===== src/rtl/seg7_pkg.sv =====
// +--------------------------------------------------------------------------+
// | seg7_pkg: pattern and code constants shared by the 7-segment encoder and  |
// | the scan reader. Revision: 1.0                                            |
// +--------------------------------------------------------------------------+
`default_nettype none

package seg7_pkg;

  typedef logic [3:0] seg7_code_t;

  // Active-high patterns, bit7 = dp, bits6..0 = g..a
  localparam logic [7:0] SEG_0     = 8'h3F;
  localparam logic [7:0] SEG_1     = 8'h06;
  localparam logic [7:0] SEG_2     = 8'h5B;
  localparam logic [7:0] SEG_3     = 8'h4F;
  localparam logic [7:0] SEG_4     = 8'h66;
  localparam logic [7:0] SEG_5     = 8'h6D;
  localparam logic [7:0] SEG_6     = 8'h7D;
  localparam logic [7:0] SEG_7     = 8'h07;
  localparam logic [7:0] SEG_8     = 8'h7F;
  localparam logic [7:0] SEG_9     = 8'h67;
  localparam logic [7:0] SEG_DASH  = 8'h40;
  localparam logic [7:0] SEG_DOT   = 8'h80;
  localparam logic [7:0] SEG_BLANK = 8'h00;

  localparam seg7_code_t CODE_DASH    = 4'hA;
  localparam seg7_code_t CODE_DOT     = 4'hB;
  localparam seg7_code_t CODE_INVALID = 4'hE;
  localparam seg7_code_t CODE_BLANK   = 4'hF;

endpackage

`default_nettype wire


===== src/rtl/seg7_pattern_decode.sv =====
// +--------------------------------------------------------------------------+
// | seg7_pattern_decode: active-low segment pattern to 4-bit code + error.    |
// | Revision: 1.0                                                             |
// +--------------------------------------------------------------------------+
`default_nettype none

module seg7_pattern_decode
  import seg7_pkg::*;
(
  input  logic [7:0] pattern_n_i,
  output logic [3:0] code_o,
  output logic       err_o
);

  logic [7:0] pattern;

  always_comb begin
    pattern = ~pattern_n_i;
    code_o  = CODE_INVALID;
    err_o   = 1'b0;
    case (pattern)
      SEG_0:     code_o = 4'h0;
      SEG_1:     code_o = 4'h1;
      SEG_2:     code_o = 4'h2;
      SEG_3:     code_o = 4'h3;
      SEG_4:     code_o = 4'h4;
      SEG_5:     code_o = 4'h5;
      SEG_6:     code_o = 4'h6;
      SEG_7:     code_o = 4'h7;
      SEG_8:     code_o = 4'h8;
      SEG_9:     code_o = 4'h9;
      SEG_DASH:  code_o = CODE_DASH;
      SEG_DOT:   code_o = CODE_DOT;
      SEG_BLANK: code_o = CODE_BLANK;
      default: begin
        code_o = CODE_INVALID;
        err_o  = 1'b1;
      end
    endcase
  end

endmodule

`default_nettype wire


===== src/rtl/seg7_scan_reader.sv =====
// +--------------------------------------------------------------------------+
// | seg7_scan_reader: snoops a multiplexed active-low 7-segment bus and       |
// | recovers the stable code of each digit. Revision: 1.0                     |
// +--------------------------------------------------------------------------+
`default_nettype none

module seg7_scan_reader
  import seg7_pkg::*;
#(
  parameter int NUM_DIGITS    = 4,
  parameter int STABLE_CYCLES = 8
) (
  input  logic                    clk,
  input  logic                    rst,
  input  logic [7:0]              seg_n,
  input  logic [NUM_DIGITS-1:0]   an_n,
  output logic [4*NUM_DIGITS-1:0] digit_code,
  output logic [NUM_DIGITS-1:0]   digit_err,
  output logic                    frame_valid,
  output logic                    scan_err
);

  localparam int CNT_W = $clog2(STABLE_CYCLES + 1);
  localparam int IDX_W = (NUM_DIGITS > 1) ? $clog2(NUM_DIGITS) : 1;
  localparam logic [CNT_W-1:0] CNT_MAX = CNT_W'(STABLE_CYCLES);
  localparam logic [CNT_W-1:0] CNT_CAP = CNT_W'(STABLE_CYCLES - 1);

  logic [7:0]              seg_q, seg_prev_q;
  logic [NUM_DIGITS-1:0]   an_q, an_prev_q;
  logic [CNT_W-1:0]        cnt_q, cnt_d;
  logic [NUM_DIGITS-1:0]   seen_q, seen_d;
  logic [4*NUM_DIGITS-1:0] code_q, code_d;
  logic [NUM_DIGITS-1:0]   err_q, err_d;
  logic                    frame_valid_q, frame_valid_d;
  logic                    scan_err_q, scan_err_d;

  logic [NUM_DIGITS-1:0]   act;
  logic                    one_hot;
  logic                    multi;
  logic                    same;
  logic                    capture;
  logic [IDX_W-1:0]        idx;
  seg7_code_t              dec_code;
  logic                    dec_err;

  seg7_pattern_decode u_decode (
    .pattern_n_i (seg_q),
    .code_o      (dec_code),
    .err_o       (dec_err)
  );

  always_comb begin
    act     = ~an_q;
    multi   = (act & (act - 1'b1)) != '0;
    one_hot = (act != '0) && !multi;
    same    = (seg_q == seg_prev_q) && (an_q == an_prev_q);
    idx     = '0;
    for (int i = 0; i < NUM_DIGITS; i++) begin
      if (act[i]) idx = IDX_W'(i);
    end

    // A saturated counter never re-enters CNT_CAP, so each dwell captures once
    capture = one_hot && same && (cnt_q == CNT_CAP);
    if (!one_hot)        cnt_d = '0;
    else if (!same)      cnt_d = CNT_W'(1);
    else if (cnt_q == CNT_MAX) cnt_d = cnt_q;
    else                 cnt_d = cnt_q + 1'b1;

    code_d = code_q;
    err_d  = err_q;
    if (capture) begin
      code_d[4*idx +: 4] = dec_code;
      err_d[idx]         = dec_err;
    end

    // Completion is flagged one edge after the mask fills; a capture on that
    // same edge lands in the freshly cleared mask.
    frame_valid_d = &seen_q;
    seen_d        = frame_valid_d ? '0 : seen_q;
    if (capture) seen_d[idx] = 1'b1;

    scan_err_d = multi;
  end

  always_ff @(posedge clk or posedge rst) begin
    if (rst) begin
      seg_q         <= 8'hFF;
      an_q          <= '1;
      seg_prev_q    <= 8'hFF;
      an_prev_q     <= '1;
      cnt_q         <= '0;
      seen_q        <= '0;
      code_q        <= '1;
      err_q         <= '0;
      frame_valid_q <= 1'b0;
      scan_err_q    <= 1'b0;
    end else begin
      seg_q         <= seg_n;
      an_q          <= an_n;
      seg_prev_q    <= seg_q;
      an_prev_q     <= an_q;
      cnt_q         <= cnt_d;
      seen_q        <= seen_d;
      code_q        <= code_d;
      err_q         <= err_d;
      frame_valid_q <= frame_valid_d;
      scan_err_q    <= scan_err_d;
    end
  end

  assign digit_code  = code_q;
  assign digit_err   = err_q;
  assign frame_valid = frame_valid_q;
  assign scan_err    = scan_err_q;

endmodule

`default_nettype wire


===== config.mk =====
export PLATFORM = sky130hd
export DESIGN_NAME = seg7_scan_reader
export DESIGN_NICKNAME = d
export VERILOG_FILES = /design/src/rtl/seg7_pkg.sv /design/src/rtl/seg7_pattern_decode.sv /design/src/rtl/seg7_scan_reader.sv
export SDC_FILE = /design/constraint.sdc
export NUM_CORES = 1
export LEC_CHECK = 0
export CAP_MARGIN = 20
export CORE_MARGIN = 5
export CORE_UTILIZATION = 45
export CTS_CLUSTER_DIAMETER = 150
export DETAILED_ROUTE_END_ITERATION = 16
export GPL_ROUTABILITY_DRIVEN = 0
export GPL_TIMING_DRIVEN = 0
export PLACE_DENSITY_LB_ADDON = 0.12
export SLEW_MARGIN = 20
export SYNTH_ARGS = -nofsm -noshare
export SYNTH_HDL_FRONTEND = slang
export SYNTH_SLANG_ARGS = --single-unit

===== constraint.sdc =====
create_clock -name clk -period 1.9 [get_ports clk]
set_clock_uncertainty 0.05 [all_clocks]
set_input_delay 0.57 -clock clk [delete_from_list [all_inputs] [get_ports clk]]
set_output_delay 0.57 -clock clk [all_outputs]
set_load 0.02 [all_outputs]

==> reports/summary.txt, run 1 <==
DRT iter0 DRCs = 102
PortBufs = 35
Antenna violations before repair = 0
WP buf/inv = 1
Mapped Cells = 246
Syn avg cell area = 11.3 µm²
Final nets = 342
Antenna fix cells = 0
Final-layout fill cell count = 461
Sequential fraction of the synthesis area = 50.5%
First-pass GRT wire length = 9940 µm
Fraction of registers with async set/reset = 100%
Worst-path fanout max = 4
Placement Cell Area = 0.00329 mm²
Yosys top cell by area = dfstp_2
Tcrit/Tclk final = 110%
Post-route ant nets = 0
Final Hold Vio Count = 0
Worst-path clk slew = 100 ps
Critical path's slowest cell = dfstp_2
Top delay family on crit path = compound AO/OA/AOI/OAI gates
Root Buffer Master = clkbuf_8
Routed len/inst = 16.6 µm
Initial Utilization = 46.6%
DR vias/cell = 5.42
Pins over their slew limit = 0
Layout cells sized above 1 = 49.8%
FF+latch count, synth = 54
Commonest non-fill, non-tap cell in the layout = dfstp_2
Max incr delay on CP = 550 ps
Area delta synth->final = 43.2%
Ys Warns = 0
Total chip power = 2.28 mW
Crit path DAT = 2290 ps
Top Ports = 36
Crit-path cells = buf_6 -> or3b_4 -> a2111oi_4 -> a31o_2 -> nor3b_1 -> mux2_4
Normalized max-slew margin = 64.3%
Net Count, Synth = 270
Post-Syn Area = 0.00278 mm²
Residual DRC count = 0
Hold path start = seg_q[7]$_DFF_PP1_
Post-DP HPWL = 4230 µm
Max-Cap Viols = 0
Clock buffer depth = 2
Unrepaired setup endpoints after global routing = true
Final setup viols = 21
Worst reg2reg path depth = 6
Gr ovfl total = 0
Cts hold-fix bufs = 0
Worst R2R Start = seg_q[1]$_DFF_PP1_
Hold worst-path end = seg_prev_q[7]$_DFF_PP1_
Setup_tns = -2480 ps
H-tree Lvls = 2
Yosys top cell area share = 37.8%
CTS tree = done
DIE HEIGHT = 88.6 µm
Cells on Worst Hold Path = 0
Pre-antenna DRT Iters = 4
Crit path required time = 2100 ps
Design Area, Final = 0.00398 mm²
Worst min path class = flip-flop to flip-flop
Clock latency at the later pin of the worst-skew pair = 310 ps
Full die area = 0.00784 mm²
Fmax = 478 MHz
Pwr per Cell Area = 572 mW/mm²
Largest net degree at the start of global routing = 32
Worst-margin pin slew = 534 ps
Rows = 28
Failing checks = negative setup slack
Worst reg2reg setup slack = -190 ps
Vias = 2135
CTS Sinks = 54
Number of synthesized flops with an enable pin = 0
Crit path time final = 2090 ps
FF-to-FF End = digit_code[15]$_DFFE_PP1P_
Post-Route Utilization = 66.8%
Status = finished with violations
CTS Buf Count = 5
Total track usage = 16.6%
Synth area leaders = dfstp_2 38%, dfrtp_1 13%, xnor2_1 4.7%
Peak VDD IR = 0.000369 V
Post-synthesis cell type count = 52
Leakage = 1.84 nW
Most frequent cells in the layout = 40 x dfstp_2, 26 x buf_4, 20 x inv_1, 20 x dlygate4sd2_1
Die width = 88.6 µm
Setup CP Type = flip-flop to flip-flop
CP endpoint kind = flip-flop
Core region area = 0.00596 mm²
Final wirelength = 6530 µm
Vias in the first global route = 2044
Synth Flop Type = dfstp_2
Setup crit start kind = flip-flop
Post-route worst setup slack = -193 ps
[report_power, final]
part | total [mW] | internal [mW] | switching (mW)
Sequential | 1.23 | 1.20 | 0.0251
Combinational | 0.339 | 0.162 | 0.177
Clock | 0.709 | 0.336 | 0.374
[Yosys cell counts, types with 2 or more instances]
library cell,instances
buf_2,8
dfstp_2,40
nor2b_1,3
a31oi_1,4
ha_1,10
and3_1,3
nand3_1,7
a31o_2,2
a21o_1,4
nor3b_1,2
dfrtp_1,14
buf_4,2
nor2_1,8
nand4_1,7
xnor2_1,15
o21ai_0,2
a21oi_1,2
a21boi_0,3
o22ai_1,6
nor3_1,9
nor3_2,4
nor4_1,3
inv_1,23
mux2_2,8
nand2_1,13
and4_1,6
o31ai_1,9
a32o_1,4
xor2_1,2
[per-layer routing]
metal / wire [µm] / track usage [%]
met1: 2900 / 22.3
met2: 3290 / 27.0
met3: 260 / 3.35
met4: 80 / 5.49
met5: 0 / 0
[state kept, by name, indices dropped and copies added (netlist names)]
register	count
an_prev_q	4
an_q	4
cnt_q	4
digit_code	16
digit_err	4
frame_valid	1
scan_err	1
seen_q	4
seg_prev_q	8
seg_q	8
[stage by stage]
stage	setup slack (ps)	hold WS, ps	cells
after floorplan	-102	302	246
after global placement	-975	303	356
after detailed placement	-382	306	357
after CTS	-246	322	376
after global routing	-287	327	394
final	-193	320	394
[repair_timing]
| action | in CTS | in global routing |
|---|---|---|
| cloned | 0 | 1 |
| pin swaps | 8 | 19 |
| setup endpoints to repair | 44 | 26 |
| resized for setup | 55 | 55 |
| buffers inserted | 11 | 17 |
[worst max-delay path by stage]
stage | start | to | cells past startpoint
6_report | seg_q[1]$_DFF_PP1_ | digit_code[15]$_DFFE_PP1P_ | 6
5_1_grt | an_q[3]$_DFF_PP1_ | digit_err[2]$_DFFE_PP0P_ | 8
4_1_cts | seg_q[1]$_DFF_PP1_ | digit_err[3]$_DFFE_PP0P_ | 6
3_5_place_dp | seg_q[5]$_DFF_PP1_ | digit_code[13]$_DFFE_PP1P_ | 6
3_3_place_gp | rst | digit_err[1]$_DFFE_PP0P_ | 2
2_1_floorplan | seg_q[1]$_DFF_PP1_ | digit_err[0]$_DFFE_PP0P_ | 6
[layout make-up]
cell class	instances	area [µm²]	share of cell area [%]
Clock buffer	6	93.8	2.36
Multi-Input combinational cell	156	1560	39.3
Inverter	23	88.8	2.23
Tap cell	75	93.8	2.36
Buffer	13	134	3.37
Clock inverter	2	10.0	0.252
Timing Repair Buffer	65	591	14.9
Sequential cell	54	1400	35.2
[cells by family after synthesis]
kind of cell / synth area share, %
fa+ha+maj: 4.50
flops: 50.5
compound gates: 14.2
simple gates: 16.4
buf+inv: 5.81
xor+xnor: 5.36
mux: 3.24
[worst register-to-register path, stage by stage, from the launching register on]
cell	delay (ps)
dfstp_2	550
buf_6	110
or3b_4	400
a2111oi_4	350
a31o_2	250
nor3b_1	80
mux2_4	260
(Power assumes the default switching activity.)
==> inputs of run 2 (changes only) <==
==> constraint.sdc (replaced) <==
create_clock -name clk -period 2.5 [get_ports clk]
set_clock_uncertainty 0.05 [all_clocks]
set_input_delay 0.75 -clock clk [delete_from_list [all_inputs] [get_ports clk]]
set_output_delay 0.75 -clock clk [all_outputs]
set_load 0.02 [all_outputs]
==> run 2 against run 1 <==
Flip-flop and latch count stayed put. Cell area fell by 15%. The flow now finishes without violations. Sequential power down 24%. Non-clock buffer count down 29. Worst hold slack got worse by 3.1 ps. Fmax is 9.5% lower. Routed wire length down 14%. Critical path depth unchanged. Clock-buffer cell count did not move. Core utilization is 9.8 points lower. Die area unchanged.
==> reports/summary.txt, run 2 (synthesized netlist as in run 1, its figures left out) <==
Max reg flops = 16
Initial Utilization = 46.6%
FF-to-FF End = digit_code[10]$_DFFE_PP1P_
Crit path DAT = 2480 ps
CP endpoint kind = flip-flop
Unrepaired setup endpoints after global routing = false
Non-Filler Instances = 365
CP Depth = 6
Pre-antenna DRT Iters = 4
Final-layout fill cell count = 523
Gr ovfl total = 0
H-tree Lvls = 2
DRT iter0 DRCs = 63
Net Sw Frac = 22.2%
Worst-path fanout max = 10
Peak VDD IR = 0.000292 V
Die width = 88.6 µm
Final Hold Vio Count = 0
Max incr delay on CP = 600 ps
Clock latency at the later pin of the worst-skew pair = 300 ps
Most frequent cells in the layout = 40 x dfstp_2, 35 x clkdlybuf4s50_1, 22 x inv_1
Core region area = 0.00596 mm²
Total chip power = 1.82 mW
Sequential share of power = 51.0%
Cell Int Power = 1.42 mW
Worst R2R Start = seg_q[5]$_DFF_PP1_
Post-route worst setup slack = 187 ps
Routed len/inst = 15.4 µm
Residual DRC count = 0
Final nets = 313
Top delay family on crit path = compound AO/OA/AOI/OAI gates
Pins over their slew limit = 0
DIE HEIGHT = 88.6 µm
Post-DP HPWL = 4060 µm
Area delta synth->final = 22.1%
Rows = 28
Hold path start = seg_q[7]$_DFF_PP1_
First-pass GRT wire length = 9490 µm
Leakage = 1.38 nW
Final hold slack = 317 ps
Normalized max-slew margin = 52.5%
Final wirelength = 5610 µm
Cells on Worst Hold Path = 0
Layout cells sized above 1 = 28.6%
Worst-margin pin slew = 712 ps
Largest net degree at the start of global routing = 29
Total track usage = 15.7%
Place WS = 76.2 ps
Setup crit start kind = flip-flop
Full die area = 0.00784 mm²
Crit-path cells = buf_2 -> xnor2_1 -> o31ai_1 -> a311oi_1 -> o22ai_1 -> o31ai_1
Vias = 1982
DR vias/cell = 5.43
Status = completed
Crit path time final = 2310 ps
Root Buffer Master = clkbuf_8
PortBufs = 35
Commonest non-fill, non-tap cell in the layout = dfstp_2
Post-route ant nets = 0
CTS Sinks = 54
CTS Buf Count = 5
Net Switching = 404 µW
Clk pwr share = 39.0%
Cts hold-fix bufs = 0
Crit path required time = 2660 ps
Tcrit/Tclk final = 92.5%
Cell count after placement = 357
Setup CP Type = flip-flop to flip-flop
Setup_tns = 0 ps
Fmax = 432 MHz
Clock buffer depth = 2
Worst reg2reg path depth = 6
Max-Cap Viols = 0
Vias in the first global route = 1949
Combinational power share = 9.9%
Worst min path class = flip-flop to flip-flop
Pwr per Cell Area = 538 mW/mm²
Antenna fix cells = 0
Critical path's slowest cell = dfstp_2
Antenna violations before repair = 0
Final setup viols = 0
Hold worst-path end = seg_prev_q[7]$_DFF_PP1_
Worst-path clk slew = 90 ps
CTS tree = done
Worst reg2reg setup slack = 190 ps
Most frequent CP cell = o31ai_1
WP buf/inv = 1
Top Ports = 36
[run 2: cell count changes in the layout (fill, tap and decap cells not counted), sizes merged]
| cell | previous run | this run |
|---|---|---|
| bufinv | 0 | 2 |
| dlymetal6s2s | 1 | 0 |
| dlygate4sd2 | 20 | 0 |
| buf | 40 | 12 |
| clkbuf | 9 | 8 |
| clkdlybuf4s50 | 14 | 35 |
| clkinv | 2 | 0 |
[run 2: final cells by class]
cell class / count / area (µm²) / share of cell area [%]
flip-flops and latches: 54 / 1400 / 41.3
clock buffers: 6 / 82.6 / 2.44
inverters: 23 / 86.3 / 2.55
repair buffers: 36 / 370 / 10.9
plain buffers: 13 / 75.1 / 2.21
clock inverters: 2 / 60.1 / 1.77
multi-input cells: 156 / 1220 / 36.0
well taps: 75 / 93.8 / 2.77
[run 2: per-stage QoR]
step | cell area, µm² | utilization [%]
2_1_floorplan | 2780 | -
3_3_place_gp | 3220 | 54.1
3_5_place_dp | 3240 | 54.4
4_1_cts | 3380 | 56.8
5_1_grt | 3390 | 56.9
6_report | 3390 | 56.9
[run 2: power groups by stage]
stage | Sequential, mW | Combinational (mW) | Clock, mW
4_1_cts | 0.931 | 0.182 | 0.731
6_report | 0.930 | 0.181 | 0.712
3_3_place_gp | 0.944 | 0.174 | 0
2_1_floorplan | 0.943 | 0.122 | 0
3_5_place_dp | 0.945 | 0.181 | 0
5_1_grt | 0.935 | 0.203 | 0.778
[run 2: worst max-delay path by stage]
stage	endpoint	from	slack [ps]
2_1_floorplan	digit_err[0]$_DFFE_PP0P_	seg_q[1]$_DFF_PP1_	420
3_3_place_gp	frame_valid$_DFF_PP0_	rst	-540
3_5_place_dp	digit_code[5]$_DFFE_PP1P_	seg_q[1]$_DFF_PP1_	80
4_1_cts	digit_code[5]$_DFFE_PP1P_	seg_q[1]$_DFF_PP1_	50
5_1_grt	digit_err[1]$_DFFE_PP0P_	seg_q[7]$_DFF_PP1_	40
6_report	digit_code[10]$_DFFE_PP1P_	seg_q[5]$_DFF_PP1_	190
[run 2: layer usage]
layer	global-route usage [%]	wire length, µm	up-vias
met5	0	0	-
met4	4.12	57	0
met3	3.17	223	6
met2	24.5	2560	37
met1	22.3	2770	970
li1	-	-	969
[run 2: what timing repair did]
item,4_1_cts,5_1_grt
resized for setup,0,1
setup endpoints to repair,0,3
buffers inserted,0,0
